## src/rtl/fifo_pkg.sv

```systemverilog
// Shared constants and helpers for the 16-to-4 width-down FIFO.
package fifo_pkg;

    localparam int unsigned DIN_W        = 16;
    localparam int unsigned DOUT_W       = 4;
    localparam int unsigned RATIO        = DIN_W / DOUT_W;
    localparam int unsigned SEL_W        = $clog2(RATIO);
    localparam int unsigned DEPTH        = 8;
    localparam int unsigned PROG_FULL_TH = 6;
    localparam int unsigned ADDR_W       = $clog2(DEPTH);
    localparam int unsigned WPTR_W       = ADDR_W + 1;
    localparam int unsigned RPTR_W       = ADDR_W + SEL_W + 1;

    // Nibble select 0 is the most-significant nibble of the word.
    function automatic logic [DOUT_W-1:0] nib_sel(input logic [DIN_W-1:0] word,
                                                  input logic [SEL_W-1:0] sel);
        logic [DOUT_W-1:0] res;
        res = '0;
        for (int unsigned i = 0; i < RATIO; i++) begin
            if (sel == SEL_W'(i)) begin
                res = word[DIN_W-1-i*DOUT_W -: DOUT_W];
            end
        end
        return res;
    endfunction

endpackage

```

## src/rtl/fifo_b2s_mem.sv

```systemverilog
// Word storage: synchronous write, combinational read, no reset.
module fifo_b2s_mem
    import fifo_pkg::*;
(
    input  logic              clk,
    input  logic              we,
    input  logic [ADDR_W-1:0] waddr,
    input  logic [DIN_W-1:0]  wdata,
    input  logic [ADDR_W-1:0] raddr,
    output logic [DIN_W-1:0]  rdata
);

    logic [DIN_W-1:0] mem [DEPTH];

    always_ff @(posedge clk) begin
        if (we) begin
            mem[waddr] <= wdata;
        end
    end

    assign rdata = mem[raddr];

endmodule

```

## src/rtl/fifo_b2s.sv

```systemverilog
// Width-down FIFO: accepts DIN_W words, emits DOUT_W nibbles MS-first.
module fifo_b2s
    import fifo_pkg::*;
(
    input  logic              clk,
    input  logic              rstn,
    input  logic [DIN_W-1:0]  din,
    input  logic              din_en,
    output logic              full,
    output logic              prog_full,
    output logic              wr_err,
    input  logic              rinc,
    output logic [DOUT_W-1:0] dout,
    output logic              dout_en,
    output logic              empty
);

    logic [WPTR_W-1:0] wptr;
    logic [RPTR_W-1:0] rptr;
    logic [WPTR_W-1:0] rptr_word;
    logic [SEL_W-1:0]  sel;
    logic [WPTR_W-1:0] count;
    logic [DIN_W-1:0]  rdata;
    logic              wr_acc;
    logic              rd_acc;

    assign rptr_word = rptr[RPTR_W-1:SEL_W];
    assign sel       = rptr[SEL_W-1:0];
    assign count     = wptr - rptr_word;

    // Flags follow the pointers directly, so reset clears them asynchronously.
    assign full      = (count == WPTR_W'(DEPTH));
    assign prog_full = (count >= WPTR_W'(PROG_FULL_TH));
    assign empty     = (wptr == rptr_word) && (sel == '0);

    assign wr_acc = din_en && !full;
    assign rd_acc = rinc && !empty;

    fifo_b2s_mem u_mem (
        .clk   (clk),
        .we    (wr_acc),
        .waddr (wptr[ADDR_W-1:0]),
        .wdata (din),
        .raddr (rptr_word[ADDR_W-1:0]),
        .rdata (rdata)
    );

    // Write pointer and overflow pulse.
    always_ff @(posedge clk or negedge rstn) begin
        if (!rstn) begin
            wptr   <= '0;
            wr_err <= 1'b0;
        end else begin
            wr_err <= din_en && full;
            if (wr_acc) begin
                wptr <= wptr + WPTR_W'(1);
            end
        end
    end

    // Read pointer and registered nibble output.
    always_ff @(posedge clk or negedge rstn) begin
        if (!rstn) begin
            rptr    <= '0;
            dout    <= '0;
            dout_en <= 1'b0;
        end else begin
            dout_en <= rd_acc;
            if (rd_acc) begin
                dout <= nib_sel(rdata, sel);
                rptr <= rptr + RPTR_W'(1);
            end
        end
    end

endmodule

```

## config.mk

```make
export PLATFORM = sky130hd
export DESIGN_NAME = fifo_b2s
export DESIGN_NICKNAME = d
export VERILOG_FILES = /design/src/rtl/fifo_pkg.sv /design/src/rtl/fifo_b2s_mem.sv /design/src/rtl/fifo_b2s.sv
export SDC_FILE = /design/constraint.sdc
export NUM_CORES = 1
export LEC_CHECK = 0
export ABC_AREA = 1
export CAP_MARGIN = 20
export CELL_PAD_IN_SITES_DETAIL_PLACEMENT = 1
export CELL_PAD_IN_SITES_GLOBAL_PLACEMENT = 1
export CORE_MARGIN = 3
export CORE_UTILIZATION = 40
export CTS_BUF_LIST = sky130_fd_sc_hd__clkbuf_16
export CTS_CLUSTER_SIZE = 8
export DETAILED_ROUTE_END_ITERATION = 10
export HOLD_SLACK_MARGIN = 0.03
export PLACE_DENSITY_LB_ADDON = 0.1
export SETUP_SLACK_MARGIN = 0.05
export SYNTH_ARGS = -nofsm -noshare
export SYNTH_HDL_FRONTEND = slang
export SYNTH_SLANG_ARGS = --single-unit
```

## constraint.sdc

```tcl
create_clock -name clk -period 4.3 [get_ports clk]
set_input_delay 0.86 -clock clk [delete_from_list [all_inputs] [get_ports clk]]
set_output_delay 0.86 -clock clk [all_outputs]
set_load 0.05 [all_outputs]
```

# --- After elaboration in Yosys (flattened, before gate mapping) ---
# Memories as Yosys holds them, arrays and structs flattened.
# Cells that the tools add are included.
totals:
  regBits: 16
  ram_bits: 128
  input_bits: 20
  output_inout_bits: 9
  word_cells: 28
  memories: 1
op_classes:
  addsub: 3
  n_lt_le_gt_ge: 1
  n_eq_ne: 5
  mux: 6
  reduce_logical: 7
mem_list:
  columns: ["memory", "depth", "word_bits", "read_ports", "rd_clocked_by_memory_dff", "write_ports", "line_no", "source"]
  rows:
  - ["u_mem.mem", 8, 16, 1, 0, 1, "fifo_b2s_mem.sv:13", "logic [DIN_W-1:0] mem [DEPTH];"]
ops:
  columns: ["cell", "n"]
  rows:
  - ["4-bit two-way mux", 4]
  - ["6-bit by 1-bit adder with 6-bit output (second input constant)", 1]
  - ["4-bit by 1-bit adder with 4-bit output (second input constant)", 1]
  - ["2-bit equality test (second input constant)", 2]
  - ["4-bit equality test", 1]
  - ["4-bit equality test (second input constant)", 1]
  - ["4-bit by 3-bit greater-or-equal comparator with 1-bit output (second input constant)", 1]
  - ["1-bit logical AND", 4]
  - ["4-bit subtractor", 1]
  - ["2-bit by 1-bit equality test with 1-bit output (second input constant)", 1]
  - ["1-bit zero test", 2]
  - ["2-bit zero test", 1]
  - ["1-bit two-way mux", 2]

# --- Longest topological paths before layout ---
logic_depth:
  ltp_word: 6
  depth_mapped: 13

# --- Cells and area by module ---
# From an unflattened synthesis, not the netlist that was laid out.
unflattened:
  hier_cells: 714
  area_unflattened_um2: 6762.7
by_module_without_submodules:
  columns: ["mod", "n_inst", "cells_each", "area_each_um2", "seq_area_each_um2"]
  rows:
  - ["fifo_b2s_mem", 1, 571, 5669.2, 3843.7]
  - ["fifo_b2s", 1, 143, 1093.5, 400.4]

# --- Worst setup path before layout ---
# OpenSTA, ideal clock, no wires.
synth_path:
  path_kind: "register to register"
  startpoint: "register rptr[4]"
  endpoint: "memory u_mem.mem[1][0], enable pin"
  arrival_ps: 2574
  t_required_ps: 3912
  slack_ps: 1338
  stages_incl_launch_ff: 13
  n_path_buf: 2
  synth_period_minus_slack_ps: 2962
  path_cell_list: "dfrtp_1 > buf_4 > clkinv_1 > buf_2 > ha_1 > a21oi_1 > nand2_1 > xor2_1 > nand4_2 > nand2_2 > inv_2 > nand2_2 > nor2_1"
synth_between:
  elab_chain_len: 6
synth_lines:
  columns: ["item", "line_no", "source"]
  rows:
  - ["start, declared", "fifo_b2s.sv:19", "logic [RPTR_W-1:0] rptr;"]
  - ["start signal, assigned", "fifo_b2s.sv:71", "rptr <= rptr + RPTR_W'(1);"]
  - ["4-bit subtractor", "fifo_b2s.sv:29", "assign count = wptr - rptr_word;"]
  - ["4-bit equality test", "fifo_b2s.sv:32", "assign full = (count == WPTR_W'(DEPTH));"]
  - ["1-bit zero test", "fifo_b2s.sv:36", "assign wr_acc = din_en && !full;"]
  - ["1-bit logical AND", "fifo_b2s.sv:36", null]
  - ["1-bit two-way mux", "fifo_b2s_mem.sv:16", "if (we) begin"]
  - ["1-bit two-way mux (not written as such)", "fifo_b2s_mem.sv:17", "mem[waddr] <= wdata;"]
  - ["end, declared", "fifo_b2s_mem.sv:13", null]
# No other way between the ends.

# --- Worst setup path in the final report ---
layout_path:
  startpoint: "register rptr[4]"
  endpoint: "output port full"
layout_between:
  elab_chain_len: 2
layout_lines:
  columns: ["item", "line_no", "source"]
  rows:
  - ["4-bit subtractor", "fifo_b2s.sv:29", null]
  - ["4-bit equality test", "fifo_b2s.sv:32", null]
  - ["end, declared", "fifo_b2s.sv:9", "output logic full,"]
# No other way between the ends.

==> out/qor.csv <==
stage,metric,value,unit
critical_path,arrival,2.58,ns
critical_path,critPathCaptureType,output port,
global_routing,use_met1,0.2601,
timing,maxSlewHeadroom,0.4515,
global_routing,grt.met3_usage,0.04634,
placed_design,gp_congestion,0.7904,
synthesis,synth_area_leaders,"edfxtp_1 (62%), nand2_1 (7.0%), dfrtp_1 (6.4%)",
timing,rsz0062_at_grt,no,
global_routing,grt_max_degree,69,
floorplanning,core,15260,um^2
synthesis,ys_types,28,
finish,drive_gt1_frac,0.1003,
synthesis,syn_area,6240,um^2
timing,fin_crit,3.437,ns
finish,antenna_cells,0,
timing,max_slew.worst_pin.slew,0.8202,ns
floorplanning,die_area,17130,um^2
routing,vias_per_cell,4.977,
synthesis,postSynthAreaPerCell,11.12,um^2
critical_path,required,3.44,ns
timing,finalSetupTns,0,ns
clock_tree,ctsRootBufferMaster,clkbuf_16,
timing,setup_violations,0,
placed_design,dp_hpwl,9.823,mm
routing,drt-wirelength-per-cell,18.69,um
clock_tree,cts_inserted_buffers,17,
global_routing,grt-busiest-layer,met2,
placed_design,place_area,6729,um^2
finish,final_cell_mix,"edfxtp_1 (128), nand2_1 (117), inv_1 (66)",
pwr,power_density,757.3,nW/um^2
critical_path,worstSetupPathType,reg -> out,
global_routing,grt_use_met2,0.3098,
global_routing,grt_pass1_wl,23.98,mm
clock_tree,cts-htree-levels,4,
min_path,hold_depth,1,
global_routing,grt_pass1_vias,4268,
finish,num-nets-final,624,
min_path,hp-class,reg -> reg,
floorplanning,start_util,0.4089,
synthesis,ys_seq_area_frac,0.6802,
pwr,total_leakage_power,2.889,nW
placed_design,port_buffers,28,
clock_tree,cts_hold_buf,0,
synthesis,syn_inst,561,
routing,vias,4076,
clock_tree,cts_tree,yes,
synthesis,synth.largest_area_cell,edfxtp_1,
pwr,ir_drop,0.5126,mV
routing,routed_wl,15.31,mm
routing,firstDrtPassIters,4,
clock_tree,cts_buffer_depth,2,
synthesis,ys_ff_latch,144,
clock_tree,clk_latency,0.42,ns
flow_run,max-cap-violations,0,
timing,fmax,291.0,MHz
finish,area_growth,17.39,%
synthesis,synth_nets,590,
clock_tree,postCtsSetupBuffers,0,
global_routing,antenna_found_initial,0,
floorplanning,die_h,130.9,um
routing,drc,0,
global_routing,grt_util_all_layers,0.1918,
outcome,status,finished clean,
routing,ant_nets,0,
floorplanning,dieWidth,130.9,um
clock_tree,cts_resized,0,
finish,design_area,7325,um^2
clock_tree,clock_sinks,144,
critical_path,r2r_cells,13,
critical_path,start_kind,register,
timing,finalHoldViolCount,0,
global_routing,grt-ovfl-total,0,
floorplanning,rows,45,
timing,finClkSkew,0.006703,ns
synthesis,ys_warn_count,0,
floorplanning,io_pins,29,
clock_tree,cts.clk_slew.worst_paths,0.06,ns
routing,drt_iter0_markers,242,
timing,maxSlewViolCount,0,
critical_path,worstPathMaxFanout,18,
synthesis,synth_top_area_share,0.6160,
finish,layout_commonest_cell,edfxtp_1,
timing,period_share,0.7992,
## metrics by stage
stage / utilization / hold WS [ns] / total power (W) / cells / setup slack (ns)
floorplan: - / 0.4655 / 0.003427 / 561 / 1.338
global placement: 0.4410 / 0.4841 / 0.004069 / 786 / 1.300
detailed placement: 0.4410 / 0.4946 / 0.004135 / 786 / 1.176
CTS: 0.4793 / 0.5068 / 0.005620 / 818 / 0.8260
global route: 0.4800 / 0.5386 / 0.005923 / 819 / 0.5955
finish: 0.4800 / 0.5029 / 0.005547 / 819 / 0.8634
## worst max-delay path, stage by stage, from the launching register on
cell	delay, ns
dfrtp_1	0.34
buf_4	0.25
clkinv_1	0.09
buf_4	0.22
ha_1	0.38
a21oi_1	0.15
nand2_1	0.08
xor2_1	0.20
nand4_2	0.15
inv_1	0.13
buf_12	0.14
## routing by layer
metal | up-vias | routed length [um]
met3 | 14 | 617
met2 | 72 | 7489
met4 | 0 | 191
li1 | 1950 | -
met1 | 2040 | 7008
met5 | - | 0
## cell usage after synthesis, drive strengths merged
| library cell | n |
|---|---|
| a21oi | 5 |
| buf | 22 |
| clkbuf | 3 |
| clkinv | 1 |
| dfrtp | 16 |
| edfxtp | 128 |
| fa | 1 |
| ha | 8 |
| inv | 68 |
| nand2 | 121 |
| nand3 | 61 |
| nand3b | 1 |
| nand4 | 1 |
| nor2 | 65 |
| o211ai | 16 |
| o21ai | 35 |
| o21bai | 1 |
| xnor2 | 2 |
| xor2 | 6 |
## final timing paths
kind	from	end	slack [ns]
max	rptr[4]$_DFFE_PN0P_	full	0.86
min	rptr[5]$_DFFE_PN0P_	rptr[5]$_DFFE_PN0P_	0.50
max reg2reg	rptr[4]$_DFFE_PN0P_	u_mem.mem[5][13]$_DFFE_PP_	1.40
min reg2reg	rptr[5]$_DFFE_PN0P_	rptr[5]$_DFFE_PN0P_	0.50
max in group asynchronous	rstn	rptr[2]$_DFFE_PN0P_	2.82
min in group asynchronous	rstn	wptr[0]$_DFFE_PN0P_	0.92
## cell type report
type                       instances  area [um^2]
inverter                          69        261.5
tap                              211        264.0
timing repair buffer              40        391.6
fill                            1622         7934
sequential                       144         4245
multi-input combinational        323         1578
clock inverter                    15        158.9
clock buffer                      17        425.4
## power by group
group / switching [W] / total, W / internal (W)
Combinational: 0.00148 / 0.00217 / 0.000686
Clock: 0.000595 / 0.00146 / 0.000861
Sequential: 0.000102 / 0.00192 / 0.00182
## registers in the layout, summed over array words and instances (netlist names)
register,flops
dout,4
dout_en,1
rptr,6
u_mem.mem,128
wptr,4
wr_err,1
## logic make-up (layout without fill, tap and decap cells)
group | after synthesis | count (layout) | share of synthesized area
xor+xnor | 8 | 8 | 0.01123
fa+ha+maj | 9 | 9 | 0.01925
simple gates | 249 | 249 | 0.1664
buf+inv | 94 | 141 | 0.06737
flops | 144 | 144 | 0.6802
compound gates | 57 | 57 | 0.05554
(Power assumes the default switching activity.)
